**src/rtl/accel_stream_loader.sv**
```systemverilog
// rtl/accel_stream_loader.sv - packs a beat stream into accelerator memory writes, then sequences start/eol/eoc
// Optional watchdog: define ACCEL_LOADER_TIMEOUT_EN to add timeoutCycles and the sticky err flag.
module accel_stream_loader #(
    parameter int logNumPu         = 3,
    parameter int logNumPe         = 3,
    parameter int memDataLen       = 16,
    parameter int logMemNamespaces = 2,
    parameter int logNumMemLanes   = 4,
`ifdef ACCEL_LOADER_TIMEOUT_EN
    parameter int timeoutCycles    = 4096,
`endif
    localparam int numMemLanes      = 1 << logNumMemLanes,
    localparam int logNumPeMemLanes = logNumPu + logNumPe - logNumMemLanes,
    localparam int numPeMemLanes    = 1 << logNumPeMemLanes,
    localparam int memCtrlIn        = logMemNamespaces + (logNumPeMemLanes + 1) * numMemLanes
) (
    input  logic                               clk,
    input  logic                               reset,
    input  logic                               in_valid,
    output logic                               in_ready,
    input  logic [logMemNamespaces-1:0]        in_ns,
    input  logic [memDataLen*numMemLanes-1:0]  in_data,
    input  logic                               in_last,
    output logic [memCtrlIn-1:0]               mem_ctrl_in,
    output logic [memDataLen*numMemLanes-1:0]  mem_data_input,
    output logic                               mem_rd_wrt,
    output logic                               start,
    output logic                               eoc,
    input  logic                               eol,
    output logic                               busy,
    output logic                               done,
    output logic [31:0]                        run_cycles,
    output logic                               err
);

    localparam int sel_w   = logNumPeMemLanes;
    localparam int field_w = logNumPeMemLanes + 1;

    typedef enum logic [2:0] {IDLE, LOAD, GAP, START, RUN, EOC} state_t;

    state_t                      state, state_next;
    logic                        accept;
    logic                        timeout;
    logic [sel_w-1:0]            sel_q, sel_cur, sel_next;
    logic [logMemNamespaces-1:0] prev_ns;
    logic [memCtrlIn-1:0]        ctrl_pack;

    assign in_ready   = (state == IDLE) || (state == LOAD);
    assign accept     = in_valid && in_ready;
    assign busy       = (state != IDLE);
    assign done       = eoc;
    assign mem_rd_wrt = 1'b0;

    always_ff @(posedge clk or negedge reset) begin
        if (!reset) begin
            state <= IDLE;
        end else begin
            state <= state_next;
        end
    end

    always_comb begin
        state_next = state;
        start      = 1'b0;
        eoc        = 1'b0;
        case (state)
            IDLE:    if (accept) state_next = in_last ? GAP : LOAD;
            LOAD:    if (accept && in_last) state_next = GAP;
            GAP:     state_next = START;
            START: begin
                start      = 1'b1;
                state_next = RUN;
            end
            RUN:     if (eol || timeout) state_next = EOC;
            EOC: begin
                eoc        = 1'b1;
                state_next = IDLE;
            end
            default: state_next = IDLE;
        endcase
    end

    // A namespace switch restarts lane-slot selection for the beat that causes it.
    always_comb begin
        sel_cur   = (in_ns != prev_ns) ? '0 : sel_q;
        sel_next  = (sel_cur == sel_w'(numPeMemLanes - 1)) ? '0 : sel_cur + 1'b1;
        ctrl_pack = '0;
        ctrl_pack[logMemNamespaces-1:0] = in_ns;
        for (int i = 0; i < numMemLanes; i++) begin
            ctrl_pack[logMemNamespaces + i*field_w +: field_w] = {1'b1, sel_cur};
        end
    end

    always_ff @(posedge clk or negedge reset) begin
        if (!reset) begin
            sel_q          <= '0;
            prev_ns        <= '0;
            mem_ctrl_in    <= '0;
            mem_data_input <= '0;
            run_cycles     <= '0;
        end else begin
            mem_ctrl_in    <= '0;
            mem_data_input <= '0;
            if (accept) begin
                prev_ns <= in_ns;
                sel_q   <= in_last ? '0 : sel_next;
                if (in_ns != '0) begin
                    mem_ctrl_in    <= ctrl_pack;
                    mem_data_input <= in_data;
                end
            end
            if (state == START) begin
                run_cycles <= '0;
            end else if (state == RUN && run_cycles != '1) begin
                run_cycles <= run_cycles + 32'd1;
            end
        end
    end

`ifdef ACCEL_LOADER_TIMEOUT_EN
    assign timeout = (run_cycles >= 32'(timeoutCycles - 1));

    // eol on the same cycle as the limit counts as a normal finish.
    always_ff @(posedge clk or negedge reset) begin
        if (!reset) begin
            err <= 1'b0;
        end else if (state == START) begin
            err <= 1'b0;
        end else if (state == RUN && timeout && !eol) begin
            err <= 1'b1;
        end
    end
`else
    assign timeout = 1'b0;
    assign err     = 1'b0;
`endif

endmodule

```
**config.mk**
```make
export PLATFORM = sky130hd
export DESIGN_NAME = accel_stream_loader
export DESIGN_NICKNAME = d
export VERILOG_FILES = /design/src/rtl/accel_stream_loader.sv
export SDC_FILE = /design/constraint.sdc
export NUM_CORES = 1
export LEC_CHECK = 0
export ABC_CLOCK_PERIOD_IN_PS = 2800
export BUFFER_PORTS_ARGS = -buffer_cell sky130_fd_sc_hd__buf_4
export CAP_MARGIN = 20
export CELL_PAD_IN_SITES_DETAIL_PLACEMENT = 2
export CELL_PAD_IN_SITES_GLOBAL_PLACEMENT = 2
export CORE_AREA = 8 8 233 235
export CTS_CLUSTER_DIAMETER = 120
export DETAILED_ROUTE_END_ITERATION = 10
export DIE_AREA = 0 0 241 243
export PLACE_DENSITY_LB_ADDON = 0.1
export SETUP_SLACK_MARGIN = 0.4
export SKIP_LAST_GASP = 1
export SLEW_MARGIN = 25
export SYNTH_ARGS = -nofsm -noshare
export SYNTH_HDL_FRONTEND = slang
export SYNTH_SLANG_ARGS = --single-unit
```
**constraint.sdc**
```tcl
create_clock -name clk -period 2.8 [get_ports clk]
set_clock_uncertainty 0.15 [all_clocks]
set_input_delay 0.14 -clock clk [delete_from_list [all_inputs] [get_ports clk]]
set_output_delay 0.14 -clock clk [all_outputs]
set_load 0.05 [all_outputs]
```
* Word-level counts from Yosys, hierarchy flattened
Cells that the tools add are included.
Operators by class: bitwise operators 0, equality and inequality tests 11, magnitude comparators 0, muxes and demuxes 16, multiply operators 0, reduce and logical (&&, ||, !) cells 9, add/subtract/negate cells 2, div/mod/pow operators 0, shift operators 0
Operator list (number):
- 2-to-1 mux 256 bit | 2
- 2-to-1 mux 50 bit | 2
- 2-to-1 mux 32 bit | 2
- adder 32 x 1 -> 32 bit, second input constant | 1
- inequality test 32 bit, second input constant | 1
- case mux 3 bit (5 select lines) | 1
- 2-to-1 mux 3 bit | 3
- 2-to-1 mux 2 bit | 4
- equality test 3 x 2 -> 1 bit, second input constant | 2
- equality test 3 bit, second input constant | 2
- inequality test 2 bit, second input constant | 2
- nonzero test 2 bit | 2
- equality test 3 x 1 -> 1 bit, second input constant | 1
- logical AND 1 bit | 3
- zero test 3 bit | 1
- AND reduction 3 bit | 1
- nonzero test 3 bit | 1
- adder 2 x 1 -> 2 bit, second input constant | 1
- equality test 2 bit, second input constant | 1
- 2-to-1 mux 1 bit | 2
- inequality test 2 x 1 -> 1 bit, second input constant | 1
- inequality test 2 bit | 1
- logical OR 1 bit | 1
Word-level totals: output and inout port bits 345, memories 0, bits of input ports 263, word-level logic and storage cells 44, register bits after elaboration 345, bits in latches 0, memory bits (read-only) 0, RAM bits 0

* Longest topological paths before layout
depth in word-level cells 6, mapped depth 9, mapped depth without buffers 7

* Worst setup path after synthesis
OpenSTA, ideal clock, no wires.
kind flip-flop to flip-flop, start point register state[1], end point register mem_data_input[100], path buffers 3, clock period less this slack 2.740 ns, library setup time 0.066 ns, required time 2.584 ns, cell stages (with the launch flop) 8, slack 0.060 ns, arrival 2.524 ns, cell sequence dfrtp_1 > clkbuf_1 > nor2_1 > nand2_1 > nor2_1 > clkbuf_1 > clkbuf_1 > and2_1
Between the ends: longest elaborated chain between the ends 4, elaborated cells between the ends (all ways) 5, those cells by class eq/ne: 1; mux: 1; reduce/logical: 3
Ends and longest elaborated chain:
- start, declared | line 41 | state_t state, state_next;
- start signal, assigned | line 58 | state <= state_next;
- equality test 3 x 1 -> 1 bit or zero test 3 bit (tied branches) | line 48 | assign in_ready = (state == IDLE) || (state == LOAD);
- logical OR 1 bit * | line 48
- named net in_ready | line 20 | output logic in_ready,
- logical AND 1 bit * | line 49 | assign accept = in_valid && in_ready;
- 2-to-1 mux 256 bit * | line 104 | if (accept) begin
- end signal, assigned | line 109 | mem_data_input <= in_data;
- end, declared | line 25 | output logic [memDataLen*numMemLanes-1:0] mem_data_input,
Mark *: on every way through the listed nets, which the timed path passes. The rest lies on a longest branch. A chain may end at the register's enable or synchronous reset.

* Worst setup path in the final report
start point register run_cycles[0], end point register run_cycles[22]
Between the ends: longest elaborated chain between the ends 3, elaborated cells between the ends (all ways) 6, those cells by class add/sub: 1; eq/ne: 1; mux: 2; reduce/logical: 2
Ends and longest elaborated chain:
- start, declared | line 32 | output logic [31:0] run_cycles,
- start signal, assigned | line 115 | run_cycles <= run_cycles + 32'd1;
- adder 32 x 1 -> 32 bit or inequality test 32 bit (tied branches) | line 115, 114
- 2-to-1 mux 32 bit or logical AND 1 bit (tied branches) | line 114 | end else if (state == RUN && run_cycles != '1) begin
- 2-to-1 mux 32 bit or nonzero test 2 bit (tied branches)
Parallel ways exist; a longest one is shown, timed or not. The select of a mux whose other input is x is not followed.

==> results.txt <==
run status = finished, final reports clean
worst reg2reg endpoint = run_cycles[22]
CP max FO = 8
syn avg cell area = 12.8 um2
# port buffers = 605
chip width = 241 um
Finished Layout Cells = 2410
Crit Path Class = reg -> reg
# IOs = 608
post-synth top area cell = dfrtp_1
RD Place Congestion = 0.757
Pre-antenna DRT Iters = 4
RSZ-0062 raised after global routing = yes
first-pass GRT wire length = 77500 um
Peak VDD IR = 0.380 mV
CTS max path bufs = 3
number of global-route vias before repair = 11500
WP buf/inv = 0
CTS tree = done
die height = 243 um
clk_lat worst skew = 0.54 ns
Gate power share = 0.370
last element of the critical path = run_cycles[22]
drt total wl = 53000 um
Worst-path clk slew = 0.06 ns
Stages on worst setup path = 6
worst r2r src = run_cycles[0]
Syn-to-layout area delta = 83.5%
wire per inst = 22.0 um
H-Tree Depth = 2
Achievable Freq = 441 MHz
initial core utilization = 0.215
clock network power share = 0.306
post-route clock period utilization = 0.809
violation count after the first detailed-routing iteration = 301
GRT overflow = 0
Max Slew Vio Count = 0
DP HPWL = 38700 um
Sw Ratio = 0.390
CP Launch Type = flip-flop
total number of vias = 9673
top cell type's share of synthesized area = 0.690
Largest stage delay, worst path = 0.66 ns
Post-synth top flop = dfrtp_1
cell count after placement = 2069
Clock Tree Root = clkbuf_16
proportion of layout cells with a drive suffix above 1 = 0.417
P_leak = 0.0102 uW
Max-slew headroom = 0.568
Total GRT Usage = 0.177
fraction of registers with async set/reset = 1.00
FP Rows = 83
CP Capture Type = flip-flop
Arrival @ worst endpoint = 2.59 ns
top cell family by delay on the critical path = simple AND/OR/NAND/NOR gates
vias per cell = 4.01
slowest CP cell = or4bb_2
largest net degree at the start of global routing = 164
Int Power = 9890 uW
fin crit period = 2.27 ns
register area share after synthesis = 0.690
part of the power in registers = 0.324
Reg2Reg Setup Slack = 0.53 ns
Final nets = 1963
yosys warns = 0
Tightest Pin Transition = 0.649 ns
top cells by area, synth = dfrtp_1 69%, and2_1 15%, buf_4 3.4%
Worst Reg2Reg Path Length in Cells = 6
Cell Chain, Critical Path = ha_2 -> or4bb_2 -> nor2_2 -> nand4_1 -> mux2_2 -> nand2_1
Worst Setup SP = run_cycles[0]
Final ANT Viol Nets = 0
P_sw = 6330 uW
Post-synth EDFFs = 0
Final setup viols = 0
post-synth cell types = 44
Num CTS Buffers = 38
initial antenna violation count = 7
Clock Sink Count = 300
DRC errors left = 0
max-cap check violation count = 0
Post-Synthesis Cells = 849
PD cells = 812 nW/um2
CP required = 3.13 ns
FF+latch count, synth = 300
Die ar. = 58600 um2
setup_tns = 0 ns
worst min path class = in -> async
Core Area = 50700 um2
final hold violations = 0
cell area after synthesis = 10900 um2
flip-flops by register name (all words and copies together), names as in the netlist:
name / flops
mem_data_input: 256
mem_ctrl_in: 5
run_cycles: 32
state: 3
prev_ns: 2
sel_q: 2
power by group through the flow:
stage | registers [uW] | clock network, uW | logic [uW]
final | 5260 | 4960 | 6000
after global placement | 5280 | 0 | 5680
after global routing | 5320 | 5340 | 6290
after CTS | 5260 | 5160 | 6080
after detailed placement | 5310 | 0 | 5700
after floorplan | 7540 | 0 | 1360
how the worst min path moves through the flow:
stage / startpoint / end / slack, ns / cells after the start
finish: reset / mem_data_input[122] / 0.02 / 2
detailed placement: reset / mem_data_input[52] / 0.02 / 1
global route: reset / mem_data_input[122] / 0.04 / 2
floorplan: reset / mem_ctrl_in[0] / -0.31 / 0
global placement: reset / mem_data_input[52] / 0.02 / 1
CTS: reset / run_cycles[9] / 0.04 / 2
stage by stage:
stage / hold slack [ns] / util / cell area (um2) / setup slack [ns] / total power (uW)
detailed placement: 0.0150 / 0.315 / 16000 / 0.384 / 11000
floorplan: -0.306 / - / 10900 / 0.366 / 8900
CTS: 0.0367 / 0.393 / 19900 / 0.428 / 16500
finish: 0.0221 / 0.394 / 20000 / 0.534 / 16200
global placement: 0.0164 / 0.315 / 16000 / 0.429 / 11000
global route: 0.0428 / 0.394 / 20000 / 0.373 / 17000
cells in the final DEF (no fill, tap or decap), drive strengths merged, types with 2 or more instances in the layout:
cell type / instances
a21oi: 15
mux2: 10
nand3: 17
diode: 4
xor2: 4
nand4: 17
nor2: 22
buf: 628
and3: 10
dfrtp: 300
and2: 257
nor4: 5
or3: 4
or2: 2
dlygate4sd3: 266
clkbuf: 59
mux2i: 5
o211ai: 4
and4: 2
a21o: 5
inv: 6
nor3b: 2
nand2: 39
clkinv: 5
or4: 2
o21ai: 16
nor3: 7
bufinv: 2
conb: 2
synthesized netlist by cell type (2+ instances only):
master    instances
and2_1          257
or4_1             2
nor4_1            3
or3_1             3
buf_4            49
nand2_1          39
mux2_2           10
xor2_1            4
and4_1            2
buf_2             2
clkbuf_1         32
nand4_1          17
nand3_1          17
inv_1             5
dfrtp_1         300
and3_1           10
nor3_1            6
or2_2             2
buf_6             2
mux2i_1           5
a21o_1            5
nor4_4            2
o211ai_1          4
o21ai_0          16
a21oi_1          15
nor2_1           22
kinds of logic after synthesis:
kind of cell	after synthesis	share of synthesized area
AO/OA/AOI/OAI	48	0.0266
XOR/XNOR	4	0.00322
adder cells (fa/ha/maj)	1	0.00115
buffers and inverters	91	0.0499
flip-flops	300	0.690
multiplexers	15	0.0150
other	1	0.000345
AND/OR/NAND/NOR	389	0.214
layout make-up:
cell class / count / area, um2
fill: 5304 / 30700
antenna: 4 / 10.0
multi-input combinational: 459 / 2850
clock buffer: 59 / 1160
timing repair buffer: 894 / 7450
inverter: 6 / 23.8
tap: 680 / 851
clock inverter: 8 / 96.3
sequential: 300 / 7510
repair_timing:
item,CTS,global route
buffers inserted,0,4
hold buffers,266,0
resized for setup,2,4
setup endpoints to repair,8,23
hold endpoints to repair,528,0
pin swaps,1,4
routing by layer:
layer | GRT usage | routed length (um) | part of all wire | vias up
li1 | - | - | - | 4388
met5 | 0 | 44 | 0.00083 | -
met3 | 0.0638 | 4600 | 0.087 | 100
met1 | 0.180 | 18100 | 0.34 | 4808
met4 | 0.0738 | 2140 | 0.040 | 8
met2 | 0.324 | 28100 | 0.53 | 369
No activity file was read; power rests on OpenSTA's default activity.
